--- config.mk ---
export PLATFORM = sky130hd
export DESIGN_NAME = vga_pattern_gen
export DESIGN_NICKNAME = d
export VERILOG_FILES = /design/src/rtl/vga_pattern_gen.sv
export SDC_FILE = /design/constraint.sdc
export NUM_CORES = 1
export LEC_CHECK = 0
export ABC_CLOCK_PERIOD_IN_PS = 6900
export CORE_ASPECT_RATIO = 0.5
export CORE_UTILIZATION = 45
export DETAILED_ROUTE_END_ITERATION = 8
export PLACE_DENSITY = 0.65
export SYNTH_ARGS = -nofsm -noshare
export SYNTH_HDL_FRONTEND = slang
export SYNTH_SLANG_ARGS = --single-unit
--- constraint.sdc ---
create_clock -name i_clk -period 6.9 [get_ports i_clk]
set_input_delay 1.38 -clock i_clk [delete_from_list [all_inputs] [get_ports i_clk]]
set_output_delay 1.38 -clock i_clk [all_outputs]
set_load 0.01 [all_outputs]
--- src/rtl/vga_pattern_gen.sv ---
// VGA raster timing plus a four-mode test-pattern generator (static square, bouncing square,
// colour bars, checkerboard). Every output is registered one clock after its raster position.
module vga_pattern_gen #(
    parameter int CORDW    = 10,
    parameter int CHW      = 8,
    parameter int G_H_RES  = 640,
    parameter int G_H_FP   = 16,
    parameter int G_H_SYNC = 96,
    parameter int G_H_BP   = 48,
    parameter int G_V_RES  = 480,
    parameter int G_V_FP   = 10,
    parameter int G_V_SYNC = 2,
    parameter int G_V_BP   = 33,
    parameter int SQ_SIZE  = 64,
    parameter int SPEED    = 2,
    parameter int BAR_W    = 80,
    parameter int CHK_LOG2 = 5,
    parameter logic [CHW-1:0] BG_R = CHW'('h11),
    parameter logic [CHW-1:0] BG_G = CHW'('h33),
    parameter logic [CHW-1:0] BG_B = CHW'('h77)
) (
    input  logic             i_clk,
    input  logic             i_rst_n,
    input  logic [1:0]       i_mode,
    input  logic             i_pause,
    output logic [CORDW-1:0] sdl_sx,
    output logic [CORDW-1:0] sdl_sy,
    output logic             sdl_de,
    output logic [CHW-1:0]   sdl_r,
    output logic [CHW-1:0]   sdl_g,
    output logic [CHW-1:0]   sdl_b,
    output logic             o_h_sync,
    output logic             o_v_sync,
    output logic             o_frame
);

    localparam int H_TOTAL = G_H_RES + G_H_FP + G_H_SYNC + G_H_BP;
    localparam int V_TOTAL = G_V_RES + G_V_FP + G_V_SYNC + G_V_BP;

    localparam logic [CORDW-1:0] H_LAST = CORDW'(H_TOTAL - 1);
    localparam logic [CORDW-1:0] V_LAST = CORDW'(V_TOTAL - 1);
    localparam logic [CORDW-1:0] H_ACT  = CORDW'(G_H_RES);
    localparam logic [CORDW-1:0] V_ACT  = CORDW'(G_V_RES);
    localparam logic [CORDW-1:0] HS_BEG = CORDW'(G_H_RES + G_H_FP);
    localparam logic [CORDW-1:0] HS_END = CORDW'(G_H_RES + G_H_FP + G_H_SYNC);
    localparam logic [CORDW-1:0] VS_BEG = CORDW'(G_V_RES + G_V_FP);
    localparam logic [CORDW-1:0] VS_END = CORDW'(G_V_RES + G_V_FP + G_V_SYNC);

    // One extra bit so the right/bottom edge tests can never wrap.
    localparam logic [CORDW:0]   H_RES_W = (CORDW+1)'(G_H_RES);
    localparam logic [CORDW:0]   V_RES_W = (CORDW+1)'(G_V_RES);
    localparam logic [CORDW:0]   SQ_W    = (CORDW+1)'(SQ_SIZE);
    localparam logic [CORDW:0]   SPD_W   = (CORDW+1)'(SPEED);
    localparam logic [CORDW-1:0] SPD     = CORDW'(SPEED);
    localparam logic [CORDW-1:0] QX_MAX  = CORDW'(G_H_RES - SQ_SIZE);
    localparam logic [CORDW-1:0] QY_MAX  = CORDW'(G_V_RES - SQ_SIZE);

    localparam logic [CORDW-1:0] S0_X0 = CORDW'((G_H_RES - SQ_SIZE) / 2);
    localparam logic [CORDW-1:0] S0_X1 = CORDW'((G_H_RES - SQ_SIZE) / 2 + SQ_SIZE);
    localparam logic [CORDW-1:0] S0_Y0 = CORDW'((G_V_RES - SQ_SIZE) / 2);
    localparam logic [CORDW-1:0] S0_Y1 = CORDW'((G_V_RES - SQ_SIZE) / 2 + SQ_SIZE);

    localparam logic [CORDW-1:0] BAR_LAST = CORDW'(BAR_W - 1);
    localparam logic [CHW-1:0]   ONES     = '1;

    logic [CORDW-1:0] sx, sy;
    logic [CORDW-1:0] qx, qy, qx_n, qy_n;
    logic             dir_x, dir_y, dir_x_n, dir_y_n;  // 1 = moving toward 0
    logic [1:0]       mode_q;
    logic [CORDW-1:0] bar_cnt;
    logic [2:0]       bar_idx;

    logic             de, hs, vs, fr, frame_end, in_sq;
    logic [CHW-1:0]   pix_r, pix_g, pix_b;

    // Returns {new_dir, new_pos} for one axis of the bouncing square.
    function automatic logic [CORDW:0] bounce_step(
        input logic [CORDW-1:0] pos,
        input logic             dir,
        input logic [CORDW:0]   lim,
        input logic [CORDW-1:0] pmax
    );
        logic [CORDW:0] res;
        if (!dir) begin
            if ({1'b0, pos} + SQ_W + SPD_W > lim)
                res = {1'b1, pmax};
            else
                res = {1'b0, pos + SPD};
        end else begin
            if (pos < SPD)
                res = {1'b0, {CORDW{1'b0}}};
            else
                res = {1'b1, pos - SPD};
        end
        return res;
    endfunction

    always_ff @(posedge i_clk or negedge i_rst_n) begin
        if (!i_rst_n) begin
            sx <= '0;
            sy <= '0;
        end else if (sx == H_LAST) begin
            sx <= '0;
            sy <= (sy == V_LAST) ? '0 : sy + 1'b1;
        end else begin
            sx <= sx + 1'b1;
        end
    end

    always_comb begin
        de        = (sx < H_ACT) && (sy < V_ACT);
        hs        = !((sx >= HS_BEG) && (sx < HS_END));
        vs        = !((sy >= VS_BEG) && (sy < VS_END));
        fr        = (sx == '0) && (sy == '0);
        frame_end = (sx == H_LAST) && (sy == V_LAST);
    end

    always_comb begin
        qx_n    = qx;
        qy_n    = qy;
        dir_x_n = dir_x;
        dir_y_n = dir_y;
        if (frame_end && (mode_q == 2'd1) && !i_pause) begin
            {dir_x_n, qx_n} = bounce_step(qx, dir_x, H_RES_W, QX_MAX);
            {dir_y_n, qy_n} = bounce_step(qy, dir_y, V_RES_W, QY_MAX);
        end
    end

    // Mode is only sampled at the frame boundary so a frame is never drawn in two modes.
    always_ff @(posedge i_clk or negedge i_rst_n) begin
        if (!i_rst_n) begin
            qx     <= '0;
            qy     <= '0;
            dir_x  <= 1'b0;
            dir_y  <= 1'b0;
            mode_q <= 2'd0;
        end else begin
            qx    <= qx_n;
            qy    <= qy_n;
            dir_x <= dir_x_n;
            dir_y <= dir_y_n;
            if (frame_end)
                mode_q <= i_mode;
        end
    end

    // Bar tracker holds the bar index of the current sx; cleared on line wrap so sx==0 sees 0.
    always_ff @(posedge i_clk or negedge i_rst_n) begin
        if (!i_rst_n) begin
            bar_cnt <= '0;
            bar_idx <= '0;
        end else if (sx == H_LAST) begin
            bar_cnt <= '0;
            bar_idx <= '0;
        end else if (de) begin
            if (bar_cnt == BAR_LAST) begin
                bar_cnt <= '0;
                bar_idx <= bar_idx + 3'd1;
            end else begin
                bar_cnt <= bar_cnt + 1'b1;
            end
        end
    end

    always_comb begin
        pix_r = '0;
        pix_g = '0;
        pix_b = '0;
        in_sq = 1'b0;
        if (de) begin
            case (mode_q)
                2'd0: begin
                    in_sq = (sx >= S0_X0) && (sx < S0_X1) && (sy >= S0_Y0) && (sy < S0_Y1);
                    pix_r = in_sq ? ONES : BG_R;
                    pix_g = in_sq ? ONES : BG_G;
                    pix_b = in_sq ? ONES : BG_B;
                end
                2'd1: begin
                    in_sq = (sx >= qx) && ({1'b0, sx} < {1'b0, qx} + SQ_W) &&
                            (sy >= qy) && ({1'b0, sy} < {1'b0, qy} + SQ_W);
                    pix_r = in_sq ? ONES : BG_R;
                    pix_g = in_sq ? ONES : BG_G;
                    pix_b = in_sq ? ONES : BG_B;
                end
                2'd2: begin
                    pix_r = {CHW{bar_idx[2]}};
                    pix_g = {CHW{bar_idx[1]}};
                    pix_b = {CHW{bar_idx[0]}};
                end
                default: begin
                    pix_r = {CHW{sx[CHK_LOG2] ^ sy[CHK_LOG2]}};
                    pix_g = pix_r;
                    pix_b = pix_r;
                end
            endcase
        end
    end

    always_ff @(posedge i_clk or negedge i_rst_n) begin
        if (!i_rst_n) begin
            sdl_sx   <= '0;
            sdl_sy   <= '0;
            sdl_de   <= 1'b0;
            sdl_r    <= '0;
            sdl_g    <= '0;
            sdl_b    <= '0;
            o_h_sync <= 1'b1;
            o_v_sync <= 1'b1;
            o_frame  <= 1'b0;
        end else begin
            sdl_sx   <= sx;
            sdl_sy   <= sy;
            sdl_de   <= de;
            sdl_r    <= pix_r;
            sdl_g    <= pix_g;
            sdl_b    <= pix_b;
            o_h_sync <= hs;
            o_v_sync <= vs;
            o_frame  <= fr;
        end
    end

endmodule

==> flow_summary.yaml <==
yosys:
  avgSynthCellArea_sq_um: 8.985
  synth_commonest_cells: "83 x dfrtp_1, 49 x nor2_1, 43 x o21ai_0"
  synth_nets: 638
  postSynth.asyncResetShare_pct: 100.0
  synthCells: 592
  netlist_area_sq_um: 5319
  yosysSeqAreaShare_pct: 40.04
  synth_edf_count: 0
  ys.flop_type: "dfrtp_1"
  synthTopCellsByArea: "dfrtp_1 39%, ha_1 9.6%, o21ai_0 4.0%"
  synth_cell_types: 65
  ys_warn_count: 0
  yosysMostFrequentCell: "dfrtp_1"
  synth.largest_area_cell: "dfrtp_1"
  synth_top_cell_area_share_pct: 39.05
  synth-seq-cells: 85
sta:
  min_period_ps: 3251
  whs_ps: 482.6
  finalSetupViolCount: 0
  worst_slack_ps: 3649
  fin_setup_tns_ps: 0
  finalHoldViolations: 0
  worstMarginPinSlew_ps: 1037
  fin_skew_ps: 7.178
  rsz0062_at_grt: "false"
  min_period_over_period_pct: 47.11
  drv_slew: 0
  fmax_mhz: 307.6
  relSlewSlack_pct: 30.47
clock_tree:
  cts_resized: 0
  cts_setup_buffers: 0
  cts_buffer_depth: 2
  cts-htree-levels: 3
  clkLatencyLatePin_ps: 340
  hold_buffers: 0
  cts_tree: "built"
  cts-root-buf: "clkbuf_16"
  clkSinkCount: 85
  numCtsBuffers: 9
  cts.clk_slew.worst_paths_ps: 60
die:
  initial_core_util_pct: 47.28
  die_area_sq_um: 12280
  die_height_um: 78.88
  core_area_sq_um: 11250
  num_rows: 27
  die_w_um: 155.8
  top_level_ports: 53
grt:
  grt_usage_pct: 21.31
  overflow: 0
  grt_antenna_before_repair: 0
  grt_pass1_vias: 3982
  grt_pass1_wl_um: 20490
  grt_max_degree: 69
critical_path:
  critPathLaunchType: "register"
  arrival_ps: 3480
  worstSetupPathType: "register to register"
  crit_required_ps: 7120
  path_max_fanout: 17
  cp-end-kind: "register"
place:
  hpwl_um: 8946
  gp_congestion: 0.8700
  place_ws_ps: 3447
  placement.io_buffers: 52
  place_area_sq_um: 5806
cells_and_area:
  fill_cells: 1045
  area_growth_syn_to_layout_pct: 14.68
  antenna_cells: 0
  fin_area_sq_um: 6100
  fin_nets: 661
  final_layout_size_suffix_gt1_share_pct: 5.161
routing:
  wl_per_cell_um: 15.94
  vias: 4508
  drc: 0
  drt_iter0_drc: 351
  dr.pass1.iters: 5
  routed_wl_um: 12420
  via_per_inst: 5.787
  ant_nets: 0
job:
  drv_cap: 0
power:
  ir_drop_mv: 0.1122
  total_leakage_power_nw: 2.574
  pwr_density_cell_nw_per_um2: 172.1
status:
  outcome: "finished clean"
hold_path:
  hold_class: "register to register"
-- layout by cell type (no fill, tap or decap), types with 3 or more instances in the layout --
cell,synthesis,layout
a31oi_1,9,9
xnor2_1,17,17
nor4_1,7,7
and4_1,3,3
a2111oi_0,3,3
a22oi_1,5,5
and3_1,12,12
nor2_1,49,49
nand3_1,29,29
a211o_1,3,3
o31ai_1,9,9
or3_1,9,9
o21a_1,3,3
dfrtp_1,83,83
inv_1,32,32
o311ai_0,4,4
a21oi_1,30,30
clkbuf_16,0,9
nand4_1,13,13
xor2_1,12,12
nand2b_1,6,6
ha_1,41,41
clkinv_1,3,3
o21ai_0,43,43
clkdlybuf4s50_1,0,51
mux2_2,3,3
nand2_1,41,41
buf_4,18,3
nor3_1,27,27
o31a_1,5,5
-- flip-flops by register name, indices dropped and copies added, names as in the netlist --
signal    flops
dir_y         1
sdl_b         2
o_h_sync      1
bar_idx       3
o_v_sync      1
sx           10
sdl_sy       10
o_frame       1
sy           10
sdl_sx       10
qy            9
sdl_g         2
sdl_r         2
dir_x         1
qx            9
bar_cnt      10
sdl_de        1
mode_q        2
-- report_power, final --
group          internal [mW]  leakage (nW)  total (mW)  switching, mW
clock                  0.267         0.139       0.472          0.205
combinational         0.0285          1.37      0.0671         0.0386
sequential             0.503          1.06       0.511        0.00830
total                  0.798          2.57        1.05          0.252
-- routing by layer --
layer	share of wire (%)	global-route usage (%)
met2	43	31.70
met3	5.6	3.384
met1	51	31.99
met5	0	0
met4	0.99	5.588
-- final cells by class --
cell class	count	area, sq um	share of cell area, %
clock buffer	11	252.7	4.144
clock inverter	5	41.29	0.6769
inverter	35	131.4	2.154
multi-input combinational	430	2813	46.11
sequential	85	2130	34.91
tap	159	198.9	3.262
timing repair buffer	54	533.0	8.738
-- worst max-delay path, cell delays in order, from the launching register on --
cell     delay [ps]
dfrtp_1         510
or4_4           620
nor4_4          400
nand2_2         180
nor3_2          810
o21ai_0         260
a211o_1         350
-- cells by family after synthesis --
group	Yosys count	synth area share, %
simple gates	215	20.68
xor+xnor	29	4.775
compound gates	140	16.77
fa+ha+maj	41	9.645
flops	85	40.04
mux	5	1.011
buf+inv	77	7.081
-- through the flow --
step / std cells / utilization, % / power (mW)
final: 779 / 54.22 / 1.050
after floorplan: 592 / - / 0.5588
after global placement: 763 / 51.61 / 0.5872
after CTS: 779 / 54.22 / 1.063
after global routing: 779 / 54.22 / 1.090
after detailed placement: 763 / 51.61 / 0.5877
-- final timing paths --
check,end,start,cells after the start,slack (ps)
min in group asynchronous,qx[6],i_rst_n,1,910
max,qy[3],sy[5],6,3650
min reg2reg,sdl_sy[0],sy[0],0,480
max reg2reg,qy[3],sy[5],6,3650
max in group asynchronous,sdl_sy[3],i_rst_n,2,4890
min,sdl_sy[0],sy[0],0,480
Note: power is estimated with default switching activity, not from simulation.
